--- config.mk ---
export PLATFORM = sky130hd
export DESIGN_NAME = keypad_scanner_flat
export DESIGN_NICKNAME = d
export VERILOG_FILES = /design/src/rtl/keypad_scanner_if.sv /design/src/rtl/keypad_scanner.sv /design/src/flat_wrapper.sv
export SDC_FILE = /design/constraint.sdc
export NUM_CORES = 1
export LEC_CHECK = 0
export CAP_MARGIN = 20
export CORE_MARGIN = 3
export CORE_UTILIZATION = 57
export DETAILED_ROUTE_END_ITERATION = 7
export HOLD_SLACK_MARGIN = 0.05
export PLACE_DENSITY = 0.78
export SLEW_MARGIN = 20
export SYNTH_ARGS = -nofsm -noshare
export SYNTH_HDL_FRONTEND = slang
export SYNTH_SLANG_ARGS = --single-unit
--- constraint.sdc ---
create_clock -name clk2 -period 3.24 [get_ports clk2]
set_input_delay 0.324 -clock clk2 [delete_from_list [all_inputs] [get_ports clk2]]
set_output_delay 0.324 -clock clk2 [all_outputs]
set_load 0.05 [all_outputs]
--- src/rtl/keypad_scanner_if.sv ---
// Keypad scanner bus: row strobes, column sense and key outputs.
// master: scanner side; slave: keypad/display side.
interface keypad_scanner_if;
  logic [3:0] col_n;
  logic [3:0] row_n;
  logic [3:0] key_code;
  logic       key_valid;
  logic       key_held;

  modport master (
    input  col_n,
    output row_n,
    output key_code,
    output key_valid,
    output key_held
  );

  modport slave (
    output col_n,
    input  row_n,
    input  key_code,
    input  key_valid,
    input  key_held
  );
endinterface

--- src/rtl/keypad_scanner.sv ---
// 4x4 active-low keypad scanner with tick-based debounce.
// Ports: clk2, rst_n (async, active-low), bus (keypad_scanner_if.master).
module keypad_scanner #(
  parameter int CLK_HZ   = 12_000_000,
  parameter int SCAN_HZ  = 1000,
  parameter int DB_TICKS = 4
) (
  input  logic             clk2,
  input  logic             rst_n,
  keypad_scanner_if.master bus
);

  localparam int DIV = CLK_HZ / SCAN_HZ;
  localparam int DW  = (DIV > 1) ? $clog2(DIV) : 1;
  localparam logic [DW-1:0] DIV_LAST = DW'(DIV - 1);
  localparam logic [4:0]    DB       = 5'(DB_TICKS);

  typedef enum logic [1:0] {
    SCAN,
    DEBOUNCE,
    HELD,
    RELEASE
  } state_t;

  logic [3:0]    sync1;
  logic [3:0]    cs;
  logic [DW-1:0] div_q;
  logic          tick;

  state_t     state_q, state_d;
  logic [1:0] r_q, r_d;
  logic [1:0] c_q, c_d;
  logic [3:0] cnt_q, cnt_d;
  logic [3:0] code_q, code_d;
  logic       held_q, held_d;
  logic       valid_q, valid_d;
  logic [3:0] row_q;

  logic       any_low;
  logic [1:0] low_col;
  logic       col_hi;
  logic [4:0] cnt_inc;

  assign tick = (div_q == DIV_LAST);

  always_ff @(posedge clk2 or negedge rst_n) begin
    if (!rst_n) begin
      sync1 <= 4'b1111;
      cs    <= 4'b1111;
    end else begin
      sync1 <= bus.col_n;
      cs    <= sync1;
    end
  end

  always_ff @(posedge clk2 or negedge rst_n) begin
    if (!rst_n) begin
      div_q <= '0;
    end else if (tick) begin
      div_q <= '0;
    end else begin
      div_q <= div_q + 1'b1;
    end
  end

  // Lowest-index low column wins ties within a row.
  always_comb begin
    low_col = 2'd0;
    if (!cs[3]) low_col = 2'd3;
    if (!cs[2]) low_col = 2'd2;
    if (!cs[1]) low_col = 2'd1;
    if (!cs[0]) low_col = 2'd0;
  end

  assign any_low = ~&cs;
  assign col_hi  = cs[c_q];
  // One bit wider so the >= test cannot wrap at 15.
  assign cnt_inc = {1'b0, cnt_q} + 5'd1;

  always_comb begin
    state_d = state_q;
    r_d     = r_q;
    c_d     = c_q;
    cnt_d   = cnt_q;
    code_d  = code_q;
    held_d  = held_q;
    valid_d = 1'b0;
    if (tick) begin
      unique case (state_q)
        SCAN: begin
          if (any_low) begin
            c_d     = low_col;
            cnt_d   = 4'd1;
            state_d = DEBOUNCE;
          end else begin
            r_d = r_q + 2'd1;
          end
        end
        DEBOUNCE: begin
          if (!col_hi) begin
            cnt_d = cnt_inc[3:0];
            if (cnt_inc >= DB) begin
              code_d  = {r_q, c_q};
              valid_d = 1'b1;
              held_d  = 1'b1;
              state_d = HELD;
            end
          end else begin
            state_d = SCAN;
            r_d     = r_q + 2'd1;
          end
        end
        HELD: begin
          if (col_hi) begin
            cnt_d   = 4'd1;
            state_d = RELEASE;
          end
        end
        RELEASE: begin
          if (col_hi) begin
            cnt_d = cnt_inc[3:0];
            if (cnt_inc >= DB) begin
              held_d  = 1'b0;
              state_d = SCAN;
              r_d     = r_q + 2'd1;
            end
          end else begin
            state_d = HELD;
          end
        end
        default: state_d = SCAN;
      endcase
    end
  end

  always_ff @(posedge clk2 or negedge rst_n) begin
    if (!rst_n) begin
      state_q <= SCAN;
      r_q     <= 2'd0;
      c_q     <= 2'd0;
      cnt_q   <= 4'd0;
      code_q  <= 4'd0;
      held_q  <= 1'b0;
      valid_q <= 1'b0;
      row_q   <= 4'b1110;
    end else begin
      state_q <= state_d;
      r_q     <= r_d;
      c_q     <= c_d;
      cnt_q   <= cnt_d;
      code_q  <= code_d;
      held_q  <= held_d;
      valid_q <= valid_d;
      row_q   <= ~(4'b0001 << r_d);
    end
  end

  assign bus.row_n     = row_q;
  assign bus.key_code  = code_q;
  assign bus.key_valid = valid_q;
  assign bus.key_held  = held_q;

endmodule

--- src/flat_wrapper.sv ---
// flat-port wrapper written by rule: the top's interface ports become plain ports
module keypad_scanner_flat 
#(
  parameter int CLK_HZ   = 12_000_000,
  parameter int SCAN_HZ  = 1000,
  parameter int DB_TICKS = 4
)
  (clk2, rst_n, bus_col_n, bus_row_n, bus_key_code, bus_key_valid, bus_key_held);
  keypad_scanner_if bus_i ();
  input  logic clk2;
  input  logic rst_n;
  input wire logic [$bits(bus_i.col_n)-1:0] bus_col_n;
  output wire logic [$bits(bus_i.row_n)-1:0] bus_row_n;
  output wire logic [$bits(bus_i.key_code)-1:0] bus_key_code;
  output wire logic [$bits(bus_i.key_valid)-1:0] bus_key_valid;
  output wire logic [$bits(bus_i.key_held)-1:0] bus_key_held;
  assign bus_i.col_n = bus_col_n;
  assign bus_row_n = bus_i.row_n;
  assign bus_key_code = bus_i.key_code;
  assign bus_key_valid = bus_i.key_valid;
  assign bus_key_held = bus_i.key_held;
  keypad_scanner #(.CLK_HZ(CLK_HZ), .SCAN_HZ(SCAN_HZ), .DB_TICKS(DB_TICKS)) u_core (.clk2(clk2), .rst_n(rst_n), .bus(bus_i));
endmodule
Word-level counts from Yosys, hierarchy flattened
Cells that the tools add are included.
{"block": "word_totals", "mem_bits_rw": 0, "latch_bits": 0, "ff_bits": 42, "mem_count": 0, "out_inout_bits": 10, "mem_bits_ro": 0, "wordCells": 74}
{"block": "classes", "mul": 0, "mux": 34, "shifts": 1, "bitwise": 3, "n_div": 0, "n_reduce_logical": 8, "n_lt_le_gt_ge": 2, "eq_ne": 12, "add_sub_neg": 3}
{"cell": "$mux 2", "n": 15}
{"cell": "$mux 4", "n": 4}
{"cell": "$pmux 4 s4", "n": 1}
{"cell": "$add 14x1->14 const B", "n": 1}
{"cell": "$eq 14x14->1 const B", "n": 1}
{"cell": "$mux 14", "n": 1}
{"cell": "$reduce_and 5->1", "n": 2}
{"cell": "$mux 1", "n": 9}
{"cell": "$ne 2x1->1 const B", "n": 4}
{"cell": "$pmux 2 s4", "n": 1}
{"cell": "$reduce_and 4->1", "n": 2}
{"cell": "$pmux 2 s3", "n": 1}
{"cell": "$reduce_and 6->1", "n": 1}
{"cell": "$add 4x1->5 const B", "n": 1}
{"cell": "$ge 5x3->1 const B", "n": 1}
{"cell": "$eq 2x2->1 const B", "n": 2}
{"cell": "$ne 2x2->1 const B", "n": 2}
{"cell": "$not 4->4", "n": 1}
{"cell": "$shl 1x2->4 const A", "n": 1}
{"cell": "$lt 2x3->1 const B", "n": 1}
{"cell": "$ne 3x1->1 const B", "n": 1}
{"cell": "$ne 3x3->1 const B", "n": 1}
{"cell": "$reduce_and 3->1", "n": 1}
{"cell": "$add 2x1->2 const B", "n": 1}
{"cell": "other kinds (6)", "n": 7}

Depth between registers and ports, before layout
Gate-level depths: netlist of the first run.
{"block": "logic_depth", "word_depth": 8, "ltp_mapped": 7, "mapped_depth_nobuf": 5}

Worst setup path before layout of the first run
No wires, ideal clock.
{"block": "synth_path", "path_kind": "register to register", "from": "register u_core.div_q[5]", "to": "register u_core.code_q[0], in the netlist u_core.bus.key_code[0]", "slack_ns": 0.819, "t_arrival_ns": 2.297, "synth_period_minus_slack_ns": 2.421, "path_buffers": 2, "required_ns": 3.115, "stages_incl_launch_ff": 7, "path_cell_list": "dfrtp_1 buf_6 or3b_2 or4_4 or4_1 clkbuf_1 mux2_2"}
{"block": "synth_via", "elab_chain_cells": 2}
{"item": "start: declaration", "line": "keypad_scanner.sv:27", "rtl": "logic [DW-1:0] div_q;"}
{"item": "start signal: assignment", "line": "keypad_scanner.sv:62", "rtl": "div_q <= div_q + 1'b1;"}
{"item": "$eq 14x14->1", "line": "keypad_scanner.sv:44", "rtl": "assign tick = (div_q == DIV_LAST);"}
{"item": "$reduce_and 4->1 (no line)"}
{"item": "end signal: assignment", "line": "keypad_scanner.sv:151", "rtl": "code_q <= code_d;"}
{"item": "end: declaration", "line": "keypad_scanner.sv:34", "rtl": "logic [3:0] code_q, code_d;"}
No other way between the ends.
A chain may end at the register's enable or synchronous reset.

Worst setup path in the final report of the first run
{"block": "layout_path", "from": "register u_core.div_q[5]", "to": "register u_core.row_q[0], in the netlist u_core.bus.row_n[0]"}
{"block": "layout_via", "elab_chain_cells": 4}
{"item": "$eq 14x14->1", "line": "keypad_scanner.sv:44"}
{"item": "$mux 2", "line": "keypad_scanner.sv:88", "rtl": "if (tick) begin"}
{"item": "$shl 1x2->4", "line": "keypad_scanner.sv:154", "rtl": "row_q <= ~(4'b0001 << r_d);"}
{"item": "$not 4->4", "line": "keypad_scanner.sv:154"}
{"item": "end signal: assignment", "line": "keypad_scanner.sv:154"}
{"item": "end: declaration", "line": "keypad_scanner.sv:37", "rtl": "logic [3:0] row_q;"}
No other way between the ends.

==> flow_summary.toml, run 1 <==
[placed_design]
dpl_cell_area_um2 = 2130
routabilityCongestion = 0.807
io_buffer_count = 15
place.detailed.instances = 222
dp_hpwl_mm = 2.67

[timing]
max_freq_mhz = 389
layout_min_cycle_time_ns = 2.57
slew_headroom = 0.417
final_report_max_slew_violation_count = 0
finalClockSkew_ns = 0.0102
fin_hold_ws_ns = 0.0640
worst-slew-pin-transition_ns = 0.874
hold_violation_count_in_the_final_report = 0
finalSetupViolCount = 0
finalSetupTns_ns = 0
setup_repair_after_global_routing_missed_its_margin = "no"
period_share = 0.793

[critical_path]
critical_path.startpoint = "u_core.div_q[5]"
crit_path_start_kind = "register"
crit_path_max_fanout = 8
critical_path.endpoint = "u_core.bus.row_n[0]"
reg2reg_from = "u_core.div_q[5]"
worst-r2r-cell-count = 4
crit-reg2reg-capture = "u_core.bus.row_n[0]"
rrSetupSlack_ns = 0.67
end_kind = "register"
worstPathRequired_ns = 3.52
cp_data_arrival_time_ns = 2.84
timing.setup.critical_path_class = "reg -> reg"

[synthesis]
synthesis.nets = 178
synth_adder_area_share = 0.0192
postSynthAreaPerCell_um2 = 11.6
yosys-mux-area-fraction = 0.0653
synth_sequential_area_ratio = 0.545
synth_simple_gate_area_share = 0.195
synth_compound_area_frac = 0.0916
post_synth_inst_count = 169
synthXorXnorAreaFrac = 0.0583
synth.cell_area_um2 = 1950
synth_ff_type = "sky130_fd_sc_hd__dfrtp_1"
edff_count_synth = 0
yosysMostFrequentCell = "sky130_fd_sc_hd__dfrtp_1"
synth_area_leader_cell = "sky130_fd_sc_hd__dfrtp_1"
async_reset_ff_frac = 1.00
synthDistinctLibCells = 48
post_synth_main_area_contributors = "sky130_fd_sc_hd__dfrtp_1, sky130_fd_sc_hd__dfstp_2, sky130_fd_sc_hd__xor2_1, sky130_fd_sc_hd__mux2i_1, sky130_fd_sc_hd__nor2_1"
yosys_warnings = 0
share_of_the_synthesized_area_in_the_top_cell_type = 0.397
synth-seq-cells = 42
post_synth_most_frequent_cells = "sky130_fd_sc_hd__dfrtp_1, sky130_fd_sc_hd__nor2_1, sky130_fd_sc_hd__dfstp_2, sky130_fd_sc_hd__xor2_1, sky130_fd_sc_hd__nand2_1"
synth_top_family_by_area = "simple AND/OR/NAND/NOR gates"

[layout]
final-seq-area_um2 = 1060
design_area_um2 = 2190
fin_cells = 230
fraction_of_layout_instances_using_a_drive_strength_above_1 = 0.183
total_number_of_nets_in_the_final_design = 194
multiInputGateArea_um2 = 845
fillerInstances = 249
flow.area_growth_from_synthesis_pct = 12.2
antennaDiodeCount = 0

[global_route]
grt_pass1_wl_mm = 6.49
grt_start_max_net_pins = 43
initial_antenna_violation_count = 0
gr-usage-met3 = 0.0555
track_usage = 0.202
grt-busiest-layer = "met2"
first_global_vias = 1424
grt-ovfl-total = 0
grt_use_met1 = 0.243
grt_util_met2 = 0.343

[route]
drt-initial-drc-count = 74
drc_errors = 0
vias_per_cell = 5.85
wirelength_mm = 3.61
via_count = 1346
post_drt_wl_per_cell_um = 15.7
drtPass1Iterations = 4
route.antenna.remaining_nets = 0

[floorplan]
die_x_um = 64.5
io_pins = 16
initial_core_utilization = 0.619
core_um2 = 3150
die_h_um = 64.5
die-area_um2 = 4160
num_rows = 20

[status]
outcome = "complete, no violations"

[clock_tree]
number_of_buffers_created_by_cts = 5
clock_tree.htree_level_count = 2
numClockSinks = 42
clkTransAtPathRegs_ns = 0.12
cts_buffer_depth = 2
cts_tree = "built"
cts_setup_buffers = 0
cts.root.buffer_cell = "sky130_fd_sc_hd__clkbuf_4"
clock_latency_ns = 0.36
ctsHoldBuffers = 0
cts.repair.resized = 0

[flow_run]
max_cap_violations = 0

[power_and_ir_drop]
power.density_nw_per_um2 = 376
leakage_nw = 0.951
worst_ir_drop_vdd_v = 0.000276

[min_path]
hold_path.class = "in -> async"
[state kept, by name, summed over array words and instances (netlist names), named ones only]
signal and flops:
u_core.bus.key_code 4, u_core.bus.key_held 1, u_core.bus.key_valid 1, u_core.bus.row_n 4
u_core.c_q 2, u_core.cnt_q 4, u_core.cs 4, u_core.div_q 14
u_core.r_q 2, u_core.state_q 1, u_core.sync1 4
[where the power goes]
group	internal, mW	switching, mW	total (mW)
Combinational	0.00718	0.0136	0.0208
Clock	0.105	0.161	0.266
Sequential	0.533	0.00340	0.537
Total	0.646	0.178	0.824
[worst max-delay path, stage by stage, from the launching register on]
cell	delay, ns
sky130_fd_sc_hd__dfrtp_1	0.48
sky130_fd_sc_hd__or4b_4	0.57
sky130_fd_sc_hd__or4_1	0.63
sky130_fd_sc_hd__a2111oi_4	0.54
sky130_fd_sc_hd__mux2i_1	0.26
[cell usage in the layout, fill, tap and decap left out, types with 2 or more instances in the layout]
cell,synthesis,routed
sky130_fd_sc_hd__dfrtp_1,31,31
sky130_fd_sc_hd__nor2_1,14,14
sky130_fd_sc_hd__clkdlybuf4s50_1,0,14
sky130_fd_sc_hd__xor2_1,11,11
sky130_fd_sc_hd__dfstp_2,11,11
sky130_fd_sc_hd__nand2_1,8,8
sky130_fd_sc_hd__nand4_1,6,6
sky130_fd_sc_hd__nand3_1,6,6
sky130_fd_sc_hd__mux2i_1,6,6
sky130_fd_sc_hd__o21ai_0,5,5
sky130_fd_sc_hd__clkbuf_4,0,5
sky130_fd_sc_hd__inv_1,4,4
sky130_fd_sc_hd__and3_1,4,4
sky130_fd_sc_hd__mux2_2,4,4
sky130_fd_sc_hd__and4_1,3,3
sky130_fd_sc_hd__nor2b_1,3,3
sky130_fd_sc_hd__and2_1,3,3
sky130_fd_sc_hd__a21oi_1,3,3
sky130_fd_sc_hd__ha_1,3,3
sky130_fd_sc_hd__nand2b_1,2,2
sky130_fd_sc_hd__or2_2,2,2
sky130_fd_sc_hd__or4_1,2,2
sky130_fd_sc_hd__nor3_1,2,2
sky130_fd_sc_hd__or3_1,2,2
sky130_fd_sc_hd__xnor2_1,2,2
sky130_fd_sc_hd__o31ai_1,2,2
sky130_fd_sc_hd__a31oi_1,2,2
[layer usage]
layer	vias up	share of wire
met5	-	0
met4	0	0.015
met3	7	0.045
met2	28	0.52
met1	673	0.42
li1	638	-
[cell type report]
| cell class | instances | area share |
|---|---|---|
| clock buffer | 7 | 0.0251 |
| clock inverter | 1 | 0.00228 |
| inverter | 4 | 0.00685 |
| multi-input combinational | 116 | 0.385 |
| sequential | 42 | 0.486 |
| tap | 44 | 0.0251 |
| timing repair buffer | 16 | 0.0696 |
[logic make-up (layout without fill, tap and decap cells)]
logic type | count (synthesis) | count (layout)
AND/OR/NAND/NOR | 66 | 66
flip-flops | 42 | 42
AO/OA/AOI/OAI | 23 | 23
XOR/XNOR | 13 | 13
multiplexers | 11 | 11
buffers and inverters | 11 | 28
adder cells (fa/ha/maj) | 3 | 3
[how the worst min path moves through the flow]
stage | start | end | slack [ns] | cells past startpoint
after floorplan | rst_n | asynchronous set/reset pin | 0.03 | 0
final | rst_n | u_core.div_q[2] | 0.06 | 1
after global placement | u_core.sync1[2] | u_core.cs[2] | 0.35 | 0
after global routing | rst_n | u_core.cnt_q[0] | 0.11 | 1
after detailed placement | u_core.sync1[3] | u_core.cs[3] | 0.35 | 0
after CTS | rst_n | u_core.cnt_q[1] | 0.10 | 1
[through the flow]
step | setup WS, ns | utilization | power [mW]
after floorplan | 0.819 | - | 0.550
after detailed placement | 0.694 | 0.676 | 0.568
after global placement | 0.796 | 0.676 | 0.567
after CTS | 0.659 | 0.695 | 0.834
after global routing | 0.504 | 0.695 | 0.864
final | 0.672 | 0.695 | 0.824
Note: power is estimated with default switching activity, not from simulation.
==> inputs of run 2 (changes only) <==
Settings changed: CORE_UTILIZATION 57 to 51, PLACE_DENSITY 0.78 to 0.74.
Clock period 3.24 ns to 2.2 ns, I/O delays scaled along.
==> run 2 against run 1 <==
Combinational power increased by 60%. Power up 90%. Clock power increased to 2.8 times the previous value. Critical path depth unchanged. Final cell count is 7.0% higher. Routed wire length rose by 9.1%. Setup slack worse by 0.67 ns. Sequential share of layout area decreased by 4.2 points. Worst hold slack worse by 0.011 ns. Clock skew shrank 0.0054 ns. Count of clock-buffer cells in the layout down 1. Critical endpoint is now u_core.bus.key_code[2]. First-iteration DRC count grew 100%.
==> flow_summary.toml, run 2 (synthesis results as in run 1) <==
[route]
post_drt_wl_per_cell_um = 16.0
via_count = 1419
route.antenna.remaining_nets = 0
vias_per_cell = 5.77
drtPass1Iterations = 4
wirelength_mm = 3.94
drt-initial-drc-count = 148
drc_errors = 0

[timing]
layout_min_cycle_time_ns = 2.20
post-route-worst-setup-slack_ns = 0.00169
max_freq_mhz = 455
setup_repair_after_global_routing_missed_its_margin = "yes"
final_report_max_slew_violation_count = 0
worst-slew-pin-transition_ns = 0.904
slew_headroom = 0.398
finalClockSkew_ns = 0.00480
hold_violation_count_in_the_final_report = 0
finalSetupViolCount = 0
period_share = 0.999

[floorplan]
num_rows = 21
die_x_um = 67.9
die_h_um = 67.9
die-area_um2 = 4610
core_um2 = 3520
io_pins = 16
initial_core_utilization = 0.555

[power_and_ir_drop]
post-layout-total-power_mw = 1.56
worst_ir_drop_vdd_v = 0.000448
power.density_nw_per_um2 = 651
leakage_nw = 1.06

[layout]
flow.area_growth_from_synthesis_pct = 22.9
largest-register = "u_core.div_q"
layout_commonest_cell = "sky130_fd_sc_hd__dfrtp_1"
antennaDiodeCount = 0
fraction_of_layout_instances_using_a_drive_strength_above_1 = 0.265
design_area_um2 = 2400
largest_register_ffs = 14
final_core_util = 0.682
most-common-layout-cells = "sky130_fd_sc_hd__dfrtp_1, sky130_fd_sc_hd__buf_4, sky130_fd_sc_hd__nor2_1, sky130_fd_sc_hd__clkdlybuf4s50_1"
total_number_of_nets_in_the_final_design = 208
fin_cells = 246

[critical_path]
worstPathRequired_ns = 2.38
reg2reg_from = "u_core.div_q[5]"
end_kind = "register"
timing.setup.critical_path_class = "reg -> reg"
crit_path_max_fanout = 4
crit-reg2reg-capture = "u_core.bus.key_code[2]"
cp_data_arrival_time_ns = 2.38
rrSetupSlack_ns = 0.002
crit_path_start_kind = "register"
worst-r2r-cell-count = 4

[clock_tree]
numClockSinks = 42
cts_buffer_depth = 2
cts.root.buffer_cell = "sky130_fd_sc_hd__clkbuf_8"
clock_tree.htree_level_count = 2
clock_latency_ns = 0.29
number_of_buffers_created_by_cts = 5
cts_tree = "built"
clkTransAtPathRegs_ns = 0.08

[global_route]
track_usage = 0.200
grt_start_max_net_pins = 43
grt-ovfl-total = 0
first_global_vias = 1472
initial_antenna_violation_count = 0
grt_pass1_wl_mm = 6.85

[placed_design]
io_buffer_count = 15
routabilityCongestion = 0.848
place_worst_setup_slack_ns = 0.0199
place.detailed.instances = 236
dpl_cell_area_um2 = 2230
dp_hpwl_mm = 2.74

[flow_run]
max_cap_violations = 0

[status]
outcome = "complete, no violations"

[min_path]
hold_path.class = "in -> async"
==> run 2: final cells by class <==
class | instances | area (um2)
multi-input cells | 116 | 863
fillers | 266 | 1120
repair buffers | 30 | 258
well taps | 46 | 57.6
inverters | 4 | 15.0
clock inverters | 2 | 60.1
clock buffers | 6 | 82.6
flip-flops and latches | 42 | 1060
==> run 2: worst max-delay path: stages, from the launching register on <==
cell and delay [ns]:
sky130_fd_sc_hd__dfrtp_1 0.40, sky130_fd_sc_hd__or3b_4 0.42, sky130_fd_sc_hd__or4_4 0.52, sky130_fd_sc_hd__or4_4 0.46
sky130_fd_sc_hd__mux2_2 0.29
==> run 2: timing repair <==
item | CTS | global route
resized for setup | 2 | 2
pin swaps | 0 | 1
hold buffers | 0 | 0
setup buffers | 0 | 2
setup endpoints to repair | 3 | 9
==> run 2: where the power goes <==
group / total (mW) / switching [mW] / leakage (nW) / internal (mW)
Combinational: 0.0332 / 0.0215 / 0.452 / 0.0117
Sequential: 0.790 / 0.00469 / 0.535 / 0.785
Clock: 0.741 / 0.257 / 0.0714 / 0.484
==> run 2: layer usage <==
metal  global-route usage  up-vias  routed length, um
li1                     -      668                  -
met1                0.245      717               1650
met2                0.340       28               2110
met3               0.0378        6                120
met4               0.0943        0                 59
met5                    0        -                  0
==> run 2: metrics by stage <==
step	TNS [ns]	hold slack, ns
6_report	0	0.0530
5_1_grt	-0.186	0.120
4_1_cts	0	0.0827
3_5_place_dp	0	0.347
3_3_place_gp	0	0.346
2_1_floorplan	-0.0281	-0.0756
==> run 2: worst max path at each step <==
stage	cells past startpoint	slack (ns)	from	to
floorplan	6	-0.007	u_core.div_q[5]	u_core.bus.key_code[0]
global placement	4	0.09	u_core.div_q[12]	u_core.r_q[1]
detailed placement	4	0.02	u_core.div_q[12]	u_core.r_q[1]
CTS	5	0.03	u_core.div_q[12]	u_core.bus.row_n[0]
global route	4	-0.04	u_core.div_q[5]	u_core.bus.key_code[2]
finish	4	0.002	u_core.div_q[5]	u_core.bus.key_code[2]
==> inputs of run 3 (changes only) <==
Settings changed: ABC_AREA set to 0, CORE_UTILIZATION 51 to 57, PLACE_DENSITY 0.74 to 0.78, SLEW_MARGIN 20 to 15.
Clock period 2.2 ns to 2.5 ns, I/O delays scaled along.
==> run 3 against run 2 <==
Register-to-register slack improved by 0.08 ns. Core utilization increased by 4.2 points. Global-route usage increased by 0.58 points. Power decreased by 18%. Largest cell class unchanged. Final area decreased by 4.9%. Clock skew increased by 0.0051 ns. Combinational power decreased by 15%. Count of clock-buffer cells in the layout unchanged. Non-clock buffer count decreased by 9. Critical endpoint unchanged.
==> flow_summary.toml, run 3 (synthesis results as in run 1) <==
[floorplan]
die-area_um2 = 4160
die_h_um = 64.5
num_rows = 20
initial_core_utilization = 0.619
core_um2 = 3150
io_pins = 16
die_x_um = 64.5

[critical_path]
crit_path_max_incr_delay_ns = 0.58
worstPathRequired_ns = 2.75
crit_path_max_fanout = 4
reg2reg_from = "u_core.div_q[12]"
timing.setup.critical_path_class = "reg -> reg"
critical_path.startpoint = "u_core.div_q[12]"
critical_path.slowest_cell = "sky130_fd_sc_hd__or4_4"
cp_data_arrival_time_ns = 2.66
crit_path_start_kind = "register"
critical_path.cell_chain = "or3b_2, or4_4, or4_1, mux2_2"
rrSetupSlack_ns = 0.08
end_kind = "register"
worstPathBufferInverterCount = 0
critPathTopFamily = "simple AND/OR/NAND/NOR gates"

[global_route]
first_global_vias = 1394
grt_pass1_wl_mm = 6.56
grt-ovfl-total = 0
initial_antenna_violation_count = 0
grt_start_max_net_pins = 43
track_usage = 0.206

[route]
wirelength_mm = 3.54
met1_length_mm = 1.54
drt-initial-drc-count = 89
drc_errors = 0
post_drt_wl_per_cell_um = 15.1
met2WireLength_mm = 1.73
met3_wirelength_um = 205
vias_per_cell = 5.80
drtPass1Iterations = 4
topRoutingLayerUsed = "met4"
route.antenna.remaining_nets = 0
via_count = 1362

[power_and_ir_drop]
power.density_nw_per_um2 = 559
p_comb_frac = 0.022
worst_ir_drop_vdd_v = 0.000530
leakage_nw = 0.998
p_switching_uw = 235
seq_power_share = 0.545
power.switching_fraction = 0.185
cell_internal_pwr_mw = 1.04
power_share_of_the_clock_group = 0.433

[layout]
fraction_of_layout_instances_using_a_drive_strength_above_1 = 0.204
design_area_um2 = 2280
final_core_util = 0.724
largest-register = "u_core.div_q"
largest_register_ffs = 14
total_number_of_nets_in_the_final_design = 199
antennaDiodeCount = 0
flow.area_growth_from_synthesis_pct = 16.9
layout_commonest_cell = "sky130_fd_sc_hd__dfrtp_1"
most-common-layout-cells = "sky130_fd_sc_hd__dfrtp_1, sky130_fd_sc_hd__nor2_1, sky130_fd_sc_hd__clkdlybuf4s50_1"

[clock_tree]
clkTransAtPathRegs_ns = 0.11
cts.repair.resized = 0
clock_latency_ns = 0.36
number_of_buffers_created_by_cts = 5
numClockSinks = 42
cts.root.buffer_cell = "sky130_fd_sc_hd__clkbuf_4"
cts_tree = "built"
cts_setup_buffers = 0
cts_buffer_depth = 2
ctsHoldBuffers = 1
clock_tree.htree_level_count = 2

[timing]
final_report_max_slew_violation_count = 0
finalSetupViolCount = 0
finalClockSkew_ns = 0.00987
layout_min_cycle_time_ns = 2.42
fin_hold_ws_ns = 0.288
period_share = 0.967
worst-slew-pin-transition_ns = 0.883
max_freq_mhz = 414
hold_violation_count_in_the_final_report = 0
setup_repair_after_global_routing_missed_its_margin = "no"
finalSetupTns_ns = 0
slew_headroom = 0.411

[placed_design]
routabilityCongestion = 0.777
dp_hpwl_mm = 2.56
dpl_cell_area_um2 = 2160
io_buffer_count = 15

[status]
outcome = "complete, no violations"

[flow_run]
max_cap_violations = 0

[min_path]
min_from = "bus_col_n[0]"
hold_path.class = "in -> reg"
## run 3: cell types whose count changed in the layout (fill, tap and decap cells not counted), sizes merged
cell,delta
buf,-10
dlygate4sd3,+1
## run 3: per-stage QoR
stage                     worst slack [ns]  power (mW)  std cells
after floorplan                     0.0786       0.713        169
after global placement               0.157       0.734        226
after detailed placement            0.0955       0.736        226
after CTS                           0.0841        1.29        235
after global routing               0.00475        1.34        235
final                               0.0823        1.28        235
## run 3: layout make-up
class,count,area [um2]
clock buffers,6,51.3
clock inverters,2,60.1
fillers,237,870
inverters,4,15.0
multi-input cells,116,845
flip-flops and latches,42,1060
well taps,44,55.1
repair buffers,21,193
## run 3: routing by layer
| metal | global-route usage | up-vias |
|---|---|---|
| met2 | 0.326 | 43 |
| met3 | 0.0416 | 7 |
| met4 | 0.0871 | 0 |
| met1 | 0.276 | 663 |
| li1 | - | 649 |
| met5 | 0 | - |
## run 3: final timing paths
path | to | cells after the start
max in group asynchronous | u_core.div_q[11] | 2
min in group asynchronous | u_core.cnt_q[2] | 2
setup reg to reg | u_core.bus.key_code[2] | 4
hold / removal | u_core.sync1[0] | 1
setup / recovery | u_core.bus.key_code[2] | 4
hold reg to reg | u_core.cs[1] | 0
## run 3: power groups by stage
stage	Clock [mW]	Combinational, mW	Sequential, mW
after floorplan	0	0.00679	0.707
after global placement	0	0.0271	0.707
after detailed placement	0	0.0282	0.708
after CTS	0.564	0.0294	0.696
after global routing	0.605	0.0324	0.697
final	0.552	0.0281	0.696
